`src/rtl/vga_pkg.sv`:
```
// vga_pkg: shared widths, defaults and config FSM state type
package vga_pkg;
  localparam int VGA_ADDR_W = 19;
  localparam int VGA_DATA_W = 8;
  localparam int VGA_DIM_W = 16;
  localparam int VGA_WAIT_W = 8;
  localparam int VGA_DEF_DIM = 400;
  typedef enum logic {CFG_ACTIVE, CFG_PENDING} cfg_state_t;
endpackage

```
`src/rtl/vga_cfg_shadow.sv`:
```
// vga_cfg_shadow: pending/active config registers committed only on frame_start
module vga_cfg_shadow
  import vga_pkg::*;
#(
  parameter int DIM_W = VGA_DIM_W,
  parameter int DEF_DIM = VGA_DEF_DIM
) (
  input  logic             clk,
  input  logic             rst_n,
  input  logic             frame_start,
  input  logic             cfg_load,
  input  logic [DIM_W-1:0] cfg_dim,
  input  logic             cfg_interp,
  output logic [DIM_W-1:0] dim_out,
  output logic             interp_out,
  output logic             cfg_pending
);
  cfg_state_t state, state_nxt;
  logic [DIM_W-1:0] pend_dim;
  logic pend_interp;
  logic commit;
  always_comb begin
    commit = (state == CFG_PENDING) && frame_start;
    state_nxt = state == CFG_ACTIVE ? (cfg_load ? CFG_PENDING : CFG_ACTIVE)
                                    : (frame_start && !cfg_load ? CFG_ACTIVE : CFG_PENDING);
  end
  always_ff @(posedge clk) begin
    if (!rst_n) begin
      state <= CFG_ACTIVE;
      pend_dim <= DIM_W'(DEF_DIM);
      pend_interp <= 1'b0;
      dim_out <= DIM_W'(DEF_DIM);
      interp_out <= 1'b0;
    end else begin
      state <= state_nxt;
      if (cfg_load) begin
        pend_dim <= cfg_dim;
        pend_interp <= cfg_interp;
      end
      if (commit) begin
        dim_out <= pend_dim;
        interp_out <= pend_interp;
      end
    end
  end
  assign cfg_pending = (state == CFG_PENDING);
endmodule

```
`src/rtl/vga_frame_ctrl.sv`:
```
// vga_frame_ctrl: VGA-priority RAM arbiter, read return, CPU wait stats, frame-synced config
module vga_frame_ctrl
  import vga_pkg::*;
#(
  parameter int ADDR_W = VGA_ADDR_W,
  parameter int DATA_W = VGA_DATA_W,
  parameter int DIM_W = VGA_DIM_W,
  parameter int DEF_DIM = VGA_DEF_DIM,
  parameter int WAIT_W = VGA_WAIT_W
) (
  input  logic              clk,
  input  logic              rst_n,
  input  logic              frame_start,
  input  logic              cfg_load,
  input  logic [DIM_W-1:0]  cfg_dim,
  input  logic              cfg_interp,
  output logic [DIM_W-1:0]  dim_out,
  output logic              interp_out,
  output logic              cfg_pending,
  input  logic              vga_en,
  input  logic [ADDR_W-1:0] vga_addr,
  output logic [DATA_W-1:0] vga_rdata,
  output logic              vga_rvalid,
  input  logic              cpu_req,
  input  logic              cpu_we,
  input  logic [ADDR_W-1:0] cpu_addr,
  input  logic [DATA_W-1:0] cpu_wdata,
  output logic              cpu_gnt,
  output logic [DATA_W-1:0] cpu_rdata,
  output logic              cpu_rvalid,
  output logic [ADDR_W-1:0] mem_addr,
  output logic              mem_we,
  output logic [DATA_W-1:0] mem_wdata,
  input  logic [DATA_W-1:0] mem_rdata,
  input  logic              stat_clr,
  output logic [WAIT_W-1:0] cpu_wait_max
);
  logic [ADDR_W-1:0] addr_q;
  logic [WAIT_W-1:0] wait_cnt;
  always_comb begin
    cpu_gnt = !vga_en && cpu_req;
    mem_addr = vga_en ? vga_addr : cpu_req ? cpu_addr : addr_q;
    mem_we = cpu_gnt && cpu_we;
    mem_wdata = cpu_wdata;
  end
  assign vga_rdata = mem_rdata;
  assign cpu_rdata = mem_rdata;
  always_ff @(posedge clk) begin
    if (!rst_n) begin
      addr_q <= '0;
      vga_rvalid <= 1'b0;
      cpu_rvalid <= 1'b0;
      wait_cnt <= '0;
      cpu_wait_max <= '0;
    end else begin
      addr_q <= mem_addr;
      vga_rvalid <= vga_en;
      cpu_rvalid <= cpu_gnt && !cpu_we;
      wait_cnt <= stat_clr || !cpu_req || cpu_gnt ? '0 : &wait_cnt ? wait_cnt : wait_cnt + 1'b1;
      cpu_wait_max <= stat_clr ? '0 : wait_cnt > cpu_wait_max ? wait_cnt : cpu_wait_max;
    end
  end
  vga_cfg_shadow #(.DIM_W(DIM_W), .DEF_DIM(DEF_DIM)) u_cfg (
    .clk(clk),
    .rst_n(rst_n),
    .frame_start(frame_start),
    .cfg_load(cfg_load),
    .cfg_dim(cfg_dim),
    .cfg_interp(cfg_interp),
    .dim_out(dim_out),
    .interp_out(interp_out),
    .cfg_pending(cfg_pending)
  );
endmodule

```
`config.mk`:
```
export PLATFORM = sky130hd
export DESIGN_NAME = vga_frame_ctrl
export DESIGN_NICKNAME = d
export VERILOG_FILES = /design/src/rtl/vga_pkg.sv /design/src/rtl/vga_cfg_shadow.sv /design/src/rtl/vga_frame_ctrl.sv
export SDC_FILE = /design/constraint.sdc
export NUM_CORES = 1
export LEC_CHECK = 0
export CELL_PAD_IN_SITES_DETAIL_PLACEMENT = 1
export CELL_PAD_IN_SITES_GLOBAL_PLACEMENT = 2
export CORE_ASPECT_RATIO = 1.1
export CORE_MARGIN = 1.5
export CORE_UTILIZATION = 30
export CTS_CLUSTER_DIAMETER = 120
export DETAILED_ROUTE_END_ITERATION = 12
export DONT_BUFFER_PORTS = 1
export PLACE_DENSITY = 0.75
export SYNTH_ARGS = -nofsm -noshare
export SYNTH_HDL_FRONTEND = slang
export SYNTH_HIERARCHICAL = 1
export SYNTH_SLANG_ARGS = --single-unit
export TNS_END_PERCENT = 5
```
`constraint.sdc`:
```
create_clock -name clk -period 4.9 [get_ports clk]
set_clock_uncertainty 0.1 [all_clocks]
set_input_delay 0.245 -clock clk [delete_from_list [all_inputs] [get_ports clk]]
set_output_delay 0.245 -clock clk [all_outputs]
set_load 0.005 [all_outputs]
```
# --- Yosys cells after proc, flatten, opt, wreduce, memory -nomap -nowiden ---
# Cells that the tools add are included.
classes:
  n_mux: 5
  addsub: 1
  bitwise: 1
  n_lt_le_gt_ge: 1
  n_reduce_logical: 14
op_table:
  columns: ["cell", "n"]
  rows:
  - ["19-bit two-way mux", 2]
  - ["8-bit by 1-bit adder with 8-bit output, second input constant", 1]
  - ["8-bit > comparator", 1]
  - ["8-bit AND reduction", 1]
  - ["1-bit logical AND", 5]
  - ["1-bit logical NOT", 4]
  - ["2-bit OR reduction", 2]
  - ["1-bit two-way mux", 3]
  - ["1-bit logical OR", 2]
  - ["1-bit inverter", 1]
totals:
  regBits: 72
  input_bits: 79
  elab_cells: 32
  out_inout_bits: 73

# --- Longest topological paths before layout ---
# Gate-level depths: netlist (run 1).
logic_depth:
  ltp_word: 4
  mapped_depth: 8
  ltp_nobuf: 7

# --- Modules after synthesis ---
# The synthesis (run 1) kept the hierarchy.
by_module_without_submodules:
  columns: ["module", "cells_per_inst", "seq_area_each_um2", "n_inst", "area_each_um2"]
  rows:
  - ["vga_frame_ctrl", 246, 740.7, 1, 2174.6]
  - ["vga_cfg_shadow", 136, 700.7, 1, 1392.6]

# --- Least setup slack after synthesis (run 1) ---
# OpenSTA, ideal clock, no wires.
synth_timing:
  path_kind: "register to register"
  from: "register cpu_wait_max[1]"
  to: "register cpu_wait_max[6]"
  n_path_buf: 1
  stages_incl_launch_ff: 9
  required_time_ps: 4678
  slack_ps: 3034
  arrival_ps: 1645
  period_less_slack_ps: 1866
  setup_ps: 122
  cell_sequence: "dfxtp_1 > inv_1 > ha_1 > nor2b_1 > o21ba_1 > buf_2 > o211ai_1 > a21oi_1 > a221o_1"
synth_via:
  elab_chain_cells: 1
synth_rtl:
  columns: ["element", "line_no", "source"]
  rows:
  - ["from (decl)", "vga_frame_ctrl.sv:36", "output logic [WAIT_W-1:0] cpu_wait_max"]
  - ["from (signal assigned)", "vga_frame_ctrl.sv:60", "cpu_wait_max <= stat_clr ? '0 : wait_cnt > cpu_wait_max ? wait_cnt : cpu_wait_max;"]
  - ["8-bit > comparator", "vga_frame_ctrl.sv:60", null]
# Every way passes these cells.
# A chain may end at the register's enable or synchronous reset.

# --- Worst setup path after layout (run 1) ---
layout_timing:
  from: "register cpu_wait_max[1]"
  to: "register cpu_wait_max[2]"
# The elaborated chain is that of the path after synthesis.

==> results of run 1 <==
==> flip-flops by register name, indices dropped and copies added (netlist names) <==
name / flops
u_cfg/cfg_pending: 1
u_cfg/pend_interp: 1
u_cfg/interp_out: 1
addr_q: 19
wait_cnt: 8
cpu_wait_max: 8
u_cfg/dim_out: 16
cpu_rvalid: 1
vga_rvalid: 1
u_cfg/pend_dim: 16
==> timing repair <==
| action | 4_1_cts | 5_1_grt |
|---|---|---|
| hold endpoints to repair | 56 | 0 |
| gates resized for setup | 0 | 0 |
| hold buffers | 25 | 0 |
==> cell usage after synthesis (all sizes together) (2+ instances only) <==
library cell	instances
clkbuf	10
o211ai	11
buf	38
a21oi	14
a221o	8
o21ai	34
ha	9
nand4	23
nand3	7
nor3	3
nor2	6
dfxtp	72
a31oi	2
nand2	39
o21a	2
xor2	2
nor2b	17
mux2i	37
and2	22
inv	12
o21bai	3
==> report_power, final <==
part / leakage, nW / total, mW / switching, mW / internal (mW)
Clock: 0.149 / 0.688 / 0.263 / 0.425
Sequential: 0.589 / 0.623 / 0.0143 / 0.609
Combinational: 0.826 / 0.0995 / 0.0484 / 0.0510
Total: 1.56 / 1.41 / 0.325 / 1.09
==> final timing paths <==
| check | from | endpoint | slack [ns] | depth (start not counted) |
|---|---|---|---|---|
| min | cfg_dim[5] | u_cfg/pend_dim[5] | 0.01 | 2 |
| min reg2reg | u_cfg/pend_dim[9] | u_cfg/dim_out[9] | 0.38 | 2 |
| max reg2reg | cpu_wait_max[1] | cpu_wait_max[2] | 2.76 | 7 |
| max | cpu_wait_max[1] | cpu_wait_max[2] | 2.76 | 7 |
==> logic make-up after synthesis <==
group	synth area share, %
AOI/OAI and AO/OA	15.5
xor gates and xnor gates	0.737
adders and majority gates	3.16
buffers and inverters	10.6
DFF	40.4
muxes	10.4
and+or+nand+nor	19.3
==> metrics by stage <==
step           power [mW]  setup slack [ns]
2_1_floorplan       0.729              3.03
3_3_place_gp        0.701              2.85
3_5_place_dp        0.705              2.82
4_1_cts              1.44              2.81
5_1_grt              1.47              2.63
6_report             1.41              2.76
==> cell type report <==
cell class	instances	area [um2]
tap	150	188
sequential	72	1440
clock buffer	11	253
fill	1305	7540
multi-input combinational	250	1750
timing repair buffer	25	268
clock inverter	5	62.6
inverter	12	45.0
==> metal layers <==
metal | vias up | routed length (um) | part of all wire, %
met5 | - | 0 | 0
met4 | 0 | 188 | 2.1
met3 | 19 | 509 | 5.7
met2 | 86 | 4580 | 51
met1 | 1271 | 3670 | 41
li1 | 1302 | - | -
==> flow_metrics.env, run 1 <==
export IMPL_path_cells="inv_1 -> ha_1 -> nor2b_1 -> o21bai_1 -> nand4_1 -> a21oi_1 -> a221o_1"
export IMPL_synth_area_leader_cell="dfxtp_1"
export IMPL_whs_ns=0.0114
export IMPL_cts_made_buffers=9
export IMPL_ys_ff_latch=72
export IMPL_syn_avg_cell_area_um2=9.34
export IMPL_endpoint_kind="flop"
export IMPL_drt_pass1_iterations=4
export IMPL_synth_async_reset_ratio_pct=0
export IMPL_synthCells=382
export IMPL_row_count=41
export IMPL_outcome="finished, final reports clean"
export IMPL_p_leak_nw=1.56
export IMPL_final_common_cell="dfxtp_1"
export IMPL_final_util_pct=34.7
export IMPL_via_per_inst=5.10
export IMPL_tns_ns=0
export IMPL_cp_num_buf_inv=1
export IMPL_place_area_um2=3420
export IMPL_synth_distinct_cells=43
export IMPL_grt_util_met1_pct=15.8
export IMPL_grt_usage_pct=14.7
export IMPL_final_antenna_net_count=0
export IMPL_crit_required_ns=5.08
export IMPL_worstMarginPinSlew_ns=0.783
export IMPL_grt_pass1_wl_um=14400
export IMPL_fmax_mhz=468
export IMPL_criticalPathCategory="reg2reg"
export IMPL_wl_per_cell_um=17.0
export IMPL_grt_overflow_total=0
export IMPL_post_cts_buffers=0
export IMPL_relSlewSlack_pct=47.7
export IMPL_synth_warnings=6
export IMPL_path_delay_family="compound AO/OA/AOI/OAI gates"
export IMPL_die_w_um=107
export IMPL_finalCritPeriodShare_pct=43.6
export IMPL_nNetsFinal=458
export IMPL_pwr_density_cell_nw_per_um2=352
export IMPL_fp_coreArea_um2=11500
export IMPL_slowest_stage="o21bai_1"
export IMPL_finalSetupViolCount=0
export IMPL_grt_max_degree=70
export IMPL_peakVddDrop_mv=0.166
export IMPL_grt_antenna_before_repair=0
export IMPL_cts_root_buf="clkbuf_16"
export IMPL_netlist_area_um2=3570
export IMPL_hold_violations=0
export IMPL_hold_class="in2reg"
export IMPL_yosysSeqAreaShare_pct=40.4
export IMPL_die_h_um=117
export IMPL_ios=152
export IMPL_synth_edff_count=0
export IMPL_dr_first_iter_drc_count=119
export IMPL_tritoncts="built"
export IMPL_cp_start_kind="flop"
export IMPL_initial_utilization_pct=30.9
export IMPL_path_clk_slew_ns=0.06
export IMPL_met3_usage_pct=4.11
export IMPL_diodes=0
export IMPL_layout_drive_gt1_share_pct=9.33
export IMPL_cts_htree_levels=3
export IMPL_rsz0062_at_grt="no"
export IMPL_hpwl_um=5910
export IMPL_max_cap_violations=0
export IMPL_final_area_um2=4010
export IMPL_cp_max_fo=8
export IMPL_period_minus_slack_ns=2.14
export IMPL_synth_top_cells_by_area="dfxtp_1, mux2i_1, buf_4"
export IMPL_grtUsageMet2_pct=26.1
export IMPL_maxSlewViolCount=0
export IMPL_routed_wl_um=8950
export IMPL_final_cell_mix="dfxtp_1, nand2_1, mux2i_1, o21ai_0, dlygate4sd3_1"
export IMPL_arrival_ns=2.31
export IMPL_gp_congestion=0.786
export IMPL_fp_dieArea_um2=12600
export IMPL_synth_top_cell_area_share_pct=40.4
export IMPL_grt_pass1_vias=2827
export IMPL_synth_ff_type="dfxtp_1"
export IMPL_grt_busiest_layer="met2"
export IMPL_io_buffers=0
export IMPL_slowest_delay_ns=0.53
export IMPL_syn_nets=470
export IMPL_place_inst=484
export IMPL_clock_path_buffers=2
export IMPL_cts_sinks=72
export IMPL_final_cells=525
export IMPL_syn2layout_area_growth_pct=12.3
export IMPL_drc=0
export IMPL_vias=2678
export IMPL_insertion_delay_ns=0.34
Note: power is estimated with default switching activity, not from simulation.
==> run 2, diff against run 1 <==
- PLACE_DENSITY: 0.75 -> 0.77
- clock period: 4.9 -> 1.9 ns (I/O delays scaled with it)
==> run 2 against run 1 <==
Sequential power grew to 2.6 times the previous value. Clock power increased to 2.7 times the previous value. Cell count up 9.5%. Worst hold slack about the same. Die area unchanged. Sequential share of layout area shrank 4.4 points. Register-to-register slack got worse by 2.7 ns. Global-route usage grew 1.5 points. Count of clock-buffer cells in the layout shrank 1. Flip-flop and latch count unchanged. Non-clock buffer count up 50. Maximum frequency increased by 14%. Critical path type unchanged. Critical endpoint is now cpu_wait_max[1]. Largest cell class unchanged.
==> flow_metrics.env, run 2 (synthesized netlist as in run 1, its figures left out) <==
export IMPL_largest_register="addr_q"
export IMPL_diodes=0
export IMPL_layout_drive_gt1_share_pct=17.9
export IMPL_grt_pass1_wl_um=16000
export IMPL_maxSlewViolCount=0
export IMPL_grt_overflow_total=0
export IMPL_die_h_um=117
export IMPL_place_area_um2=3570
export IMPL_rsz0062_at_grt="yes"
export IMPL_pwr_share_comb_pct=8.8
export IMPL_initial_utilization_pct=30.9
export IMPL_final_area_um2=4600
export IMPL_power_frac_seq_pct=42.5
export IMPL_largestRegisters="addr_q x19, u_cfg/dim_out x16, u_cfg/pend_dim x16"
export IMPL_clockPowerShare_pct=48.7
export IMPL_hold_class="in2reg"
export IMPL_grt_max_degree=72
export IMPL_vias=2849
export IMPL_gp_congestion=0.773
export IMPL_hpwl_um=6040
export IMPL_cts_root_buf="clkbuf_16"
export IMPL_finalSetupViolCount=0
export IMPL_hold_path_depth=2
export IMPL_pwr_density_cell_nw_per_um2=822
export IMPL_max_cap_violations=0
export IMPL_outcome="finished, final reports clean"
export IMPL_relSlewSlack_pct=37.7
export IMPL_final_antenna_net_count=0
export IMPL_wl_per_cell_um=16.9
export IMPL_cts_sinks=72
export IMPL_drt_pass1_iterations=3
export IMPL_cts_made_buffers=9
export IMPL_grt_antenna_before_repair=0
export IMPL_worstMarginPinSlew_ns=0.931
export IMPL_r2r_slack_ns=0.03
export IMPL_p_leak_nw=1.86
export IMPL_peakVddDrop_mv=0.473
export IMPL_cp_start_kind="flop"
export IMPL_switching_power_mw=0.872
export IMPL_pre_cts_ws_ns=-0.0669
export IMPL_final_common_cell="dfxtp_1"
export IMPL_nNetsFinal=508
export IMPL_finalPower_mw=3.78
export IMPL_grt_pass1_vias=3143
export IMPL_finalCritPeriodShare_pct=98.7
export IMPL_syn2layout_area_growth_pct=28.9
export IMPL_ios=152
export IMPL_drc=0
export IMPL_intPower_mw=2.91
export IMPL_criticalPathCategory="reg2reg"
export IMPL_io_buffers=0
export IMPL_dr_first_iter_drc_count=106
export IMPL_clock_path_buffers=2
export IMPL_path_clk_slew_ns=0.06
export IMPL_cp_max_fo=8
export IMPL_reg2regPathDepth=8
export IMPL_whs_ns=0.0115
export IMPL_grt_usage_pct=16.2
export IMPL_arrival_ns=1.99
export IMPL_endpoint_kind="flop"
export IMPL_tritoncts="built"
export IMPL_fmax_mhz=533
export IMPL_largest_register_ff_count=19
export IMPL_crit_required_ns=2.02
export IMPL_fp_dieArea_um2=12600
export IMPL_via_per_inst=4.95
export IMPL_row_count=41
export IMPL_final_util_pct=39.8
export IMPL_final_cell_mix="dfxtp_1, dlygate4sd3_1, nand2_1, mux2i_1, o21ai_0"
export IMPL_hold_violations=0
export IMPL_die_w_um=107
export IMPL_routed_wl_um=9710
export IMPL_fp_coreArea_um2=11500
export IMPL_period_minus_slack_ns=1.87
export IMPL_switching_share_pct=23.1
export IMPL_fill_cells=1301
export IMPL_setup_ws_ns=0.0254
export IMPL_cts_htree_levels=3
export IMPL_insertion_delay_ns=0.34
-- run 2: area by class of cell --
type                            instances  area [um2]  share of cell area, %
Tap cell                              150         188                   4.08
Clock inverter                          6        93.8                   2.04
Timing Repair Buffer                   75         749                   16.3
Clock buffer                           10         229                   4.98
Sequential cell                        72        1450                   31.6
Multi-Input combinational cell        250        1840                   40.1
Inverter                               12        45.0                  0.980
-- run 2: worst paths after layout --
path	startpoint	end
worst max register to register	cpu_wait_max[6]	cpu_wait_max[1]
worst min-delay path	vga_en	addr_q[15]
worst min register to register	u_cfg/pend_dim[1]	u_cfg/dim_out[1]
worst max-delay path	cpu_wait_max[6]	cpu_wait_max[1]
-- run 2: power groups by stage --
stage / Clock [mW] / Combinational, mW / Sequential (mW)
6_report: 1.84 / 0.334 / 1.60
5_1_grt: 1.95 / 0.369 / 1.61
4_1_cts: 1.89 / 0.330 / 1.60
3_5_place_dp: 0 / 0.184 / 1.64
3_3_place_gp: 0 / 0.176 / 1.63
2_1_floorplan: 0 / 0.257 / 1.62
-- run 2: repair_timing --
item | CTS | global route
hold endpoints to repair | 62 | 0
hold buffers | 53 | 0
pin swaps | 12 | 11
setup endpoints to repair | 8 | 13
gates resized for setup | 9 | 19
setup buffers | 3 | 0
-- run 2: metrics by stage --
step | TNS [ns] | std cells
global placement | 0 | 503
CTS | 0 | 575
floorplan | 0 | 382
detailed placement | -0.358 | 503
global route | -0.203 | 575
finish | 0 | 575
-- run 2: per-layer routing --
metal,share of wire (%),vias up,wire (um),global-route usage (%)
li1,-,1401,-,-
met1,42,1364,4070,18.7
met2,51,69,4930,27.4
met3,5.4,15,528,5.00
met4,1.9,0,182,6.83
met5,0,-,0,0
-- run 2: worst max-delay path: stages (launching register included) --
cell	delay, ns
dfxtp_2	0.33
inv_2	0.05
ha_4	0.25
o21a_1	0.19
a21oi_4	0.10
buf_12	0.14
a21oi_4	0.19
nor2_8	0.06
a221o_1	0.33
==> run 3, diff against run 2 <==
- ABC_AREA: unset -> 1
- PLACE_DENSITY: 0.77 -> 0.83
==> run 3 against run 2 <==
Clock power down 12%. Sequential share of layout area up 1.5 points. Cell count up 18%. Sequential power up 7%. Area after synthesis down 0.60%. Total power up 17%. Critical path depth down 2. Global-route usage down 0.065 points. Count of clock-buffer cells in the layout down 1. Worst setup slack better by 0.11 ns. Critical endpoint is now addr_q[11].
==> flow_metrics.env, run 3 <==
export IMPL_outcome="finished, final reports clean"
export IMPL_drc=0
export IMPL_wl_per_cell_um=14.7
export IMPL_cts_htree_levels=3
export IMPL_fp_coreArea_um2=11500
export IMPL_r2r_slack_ns=0.14
export IMPL_die_w_um=107
export IMPL_drt_pass1_iterations=4
export IMPL_synthCells=491
export IMPL_yosys_top_cells_count="nor2_1, inv_1, nand2_1, dfxtp_1, buf_4"
export IMPL_multi_input_area_um2=1490
export IMPL_synth_simple_gate_area_share_pct=25.4
export IMPL_cp_start_kind="flop"
export IMPL_yosysSeqAreaShare_pct=40.6
export IMPL_intPower_mw=2.95
export IMPL_vias=3114
export IMPL_grt_overflow_total=0
export IMPL_synth_top_cells_by_area="dfxtp_1, nor2_1, inv_1"
export IMPL_worstMarginPinSlew_ns=0.722
export IMPL_final_common_cell="nor2_1"
export IMPL_ios=152
export IMPL_insertion_delay_ns=0.34
export IMPL_synth_area_leader_cell="dfxtp_1"
export IMPL_routed_wl_um=9960
export IMPL_cts_root_buf="clkbuf_16"
export IMPL_switching_power_mw=1.48
export IMPL_via_per_inst=4.59
export IMPL_cts_made_buffers=9
export IMPL_dr_first_iter_drc_count=74
export IMPL_post_cts_buffers=0
export IMPL_grt_usage_pct=16.1
export IMPL_io_buffers=0
export IMPL_dr_wl_met2_um=5340
export IMPL_path_clk_slew_ns=0.06
export IMPL_synth_most_common_cell="nor2_1"
export IMPL_criticalPathCategory="reg2reg"
export IMPL_max_cap_violations=0
export IMPL_layout_drive_gt1_share_pct=12.7
export IMPL_pwr_density_cell_nw_per_um2=1020
export IMPL_die_h_um=117
export IMPL_fill_cells=1427
export IMPL_maxSlewViolCount=0
export IMPL_hold_class="in2reg"
export IMPL_clockPowerShare_pct=36.4
export IMPL_relSlewSlack_pct=51.7
export IMPL_hpwl_um=6250
export IMPL_netlist_area_um2=3550
export IMPL_power_frac_seq_pct=38.8
export IMPL_cp_max_fo=2
export IMPL_grt_pass1_wl_um=15600
export IMPL_fp_dieArea_um2=12500
export IMPL_syn2layout_area_growth_pct=22.8
export IMPL_synth_distinct_cells=29
export IMPL_gp_congestion=0.820
export IMPL_nNetsFinal=611
export IMPL_met1Wirelength_um=3860
export IMPL_yosys_mux_area_fraction_pct=0
export IMPL_diodes=0
export IMPL_synthXorXnorAreaFrac_pct=0.494
export IMPL_yosys_area_share_adder_pct=3.18
export IMPL_synth_async_reset_ratio_pct=0
export IMPL_largest_register="addr_q"
export IMPL_rsz0062_at_grt="no"
export IMPL_switching_share_pct=33.4
export IMPL_tritoncts="built"
export IMPL_p_leak_nw=2.09
export IMPL_syn_nets=579
export IMPL_finalPower_mw=4.43
export IMPL_whs_ns=0.0210
export IMPL_seqCellArea_um2=1440
export IMPL_largest_register_ff_count=19
export IMPL_route_met3_wl_um=460
export IMPL_syn_avg_cell_area_um2=7.22
export IMPL_grt_pass1_vias=3273
export IMPL_initial_utilization_pct=30.9
export IMPL_grt_max_degree=37
export IMPL_ys_ff_latch=72
export IMPL_largestRegisters="addr_q x19, u_cfg/dim_out x16, u_cfg/pend_dim x16"
export IMPL_peakVddDrop_mv=0.847
export IMPL_row_count=41
export IMPL_finalCritPeriodShare_pct=92.8
export IMPL_final_cell_mix="nor2_1, inv_1, nand2_1, dfxtp_1, dlygate4sd3_1"
export IMPL_synth_top_family_by_area="simple AND/OR/NAND/NOR gates"
export IMPL_crit_required_ns=2.03
export IMPL_synth_compound_area_share_pct=12.6
export IMPL_arrival_ns=1.89
export IMPL_grt_antenna_before_repair=0
export IMPL_final_antenna_net_count=0
export IMPL_synth_ff_type="dfxtp_1"
export IMPL_endpoint_kind="flop"
export IMPL_finalSetupViolCount=0
export IMPL_period_minus_slack_ns=1.76
export IMPL_cts_sinks=72
export IMPL_clock_path_buffers=2
export IMPL_top_layer_used="met4"
export IMPL_tns_ns=0
export IMPL_synth_warnings=6
export IMPL_pwr_share_comb_pct=24.9
export IMPL_synth_top_cell_area_share_pct=40.6
export IMPL_hold_violations=0
export IMPL_fmax_mhz=567
export IMPL_synth_edff_count=0
run 3: power by group through the flow:
stage / clock network, mW / logic (mW) / registers, mW
floorplan: 0 / 0.904 / 1.73
global placement: 0 / 0.903 / 1.75
detailed placement: 0 / 0.933 / 1.75
CTS: 1.67 / 1.08 / 1.72
global route: 1.74 / 1.28 / 1.74
finish: 1.61 / 1.10 / 1.72
run 3: area by class of cell:
type,count,share of cell area (%)
repair buffers,66,14.9
clock buffers,9,5.17
inverters,81,7.04
multi-input cells,293,34.1
well taps,150,4.31
clock inverters,7,1.26
flip-flops and latches,72,33.1
run 3: repair_timing:
item,in CTS,in global routing
endpoints found under the hold margin,72,0
resized for setup,0,2
endpoints found under the setup margin,0,9
hold buffers,58,0
run 3: cell families after synthesis:
| logic type | count (synthesis) |
|---|---|
| AO/OA/AOI/OAI | 67 |
| XOR/XNOR | 2 |
| adder cells (fa/ha/maj) | 9 |
| buffers and inverters | 126 |
| flip-flops | 72 |
| AND/OR/NAND/NOR | 215 |
run 3: worst paths after layout:
| kind | cells past startpoint | startpoint | endpoint |
|---|---|---|---|
| hold reg to reg | 2 | u_cfg/pend_dim[15] | u_cfg/dim_out[15] |
| setup reg to reg | 6 | addr_q[11] | addr_q[11] |
| hold / removal | 4 | cpu_addr[13] | addr_q[13] |
| setup / recovery | 6 | addr_q[11] | addr_q[11] |
run 3: per-stage QoR:
| step | util (%) | setup WS, ns | cells | instance area (um2) |
|---|---|---|---|---|
| after floorplan | - | 0.317 | 491 | 3550 |
| after global placement | 30.2 | 0.191 | 604 | 3470 |
| after detailed placement | 30.2 | 0.165 | 604 | 3470 |
| after CTS | 37.8 | 0.0163 | 678 | 4340 |
| after global routing | 37.9 | 0.0216 | 678 | 4350 |
| final | 37.9 | 0.137 | 678 | 4350 |
run 3: per-layer routing:
layer  track usage, %  vias to the layer above
li1                 -                     1545
met1             16.4                     1481
met2             30.0                       67
met3             4.10                       21
met4             9.60                        0
met5                0                        -
run 3: critical path: stages, from the launching register on:
cell,delay [ns]
dfxtp_1,0.30
or2_2,0.27
o211ai_1,0.13
o21ai_2,0.13
dlygate4sd3_1,0.62
inv_1,0.07
nor2_1,0.03
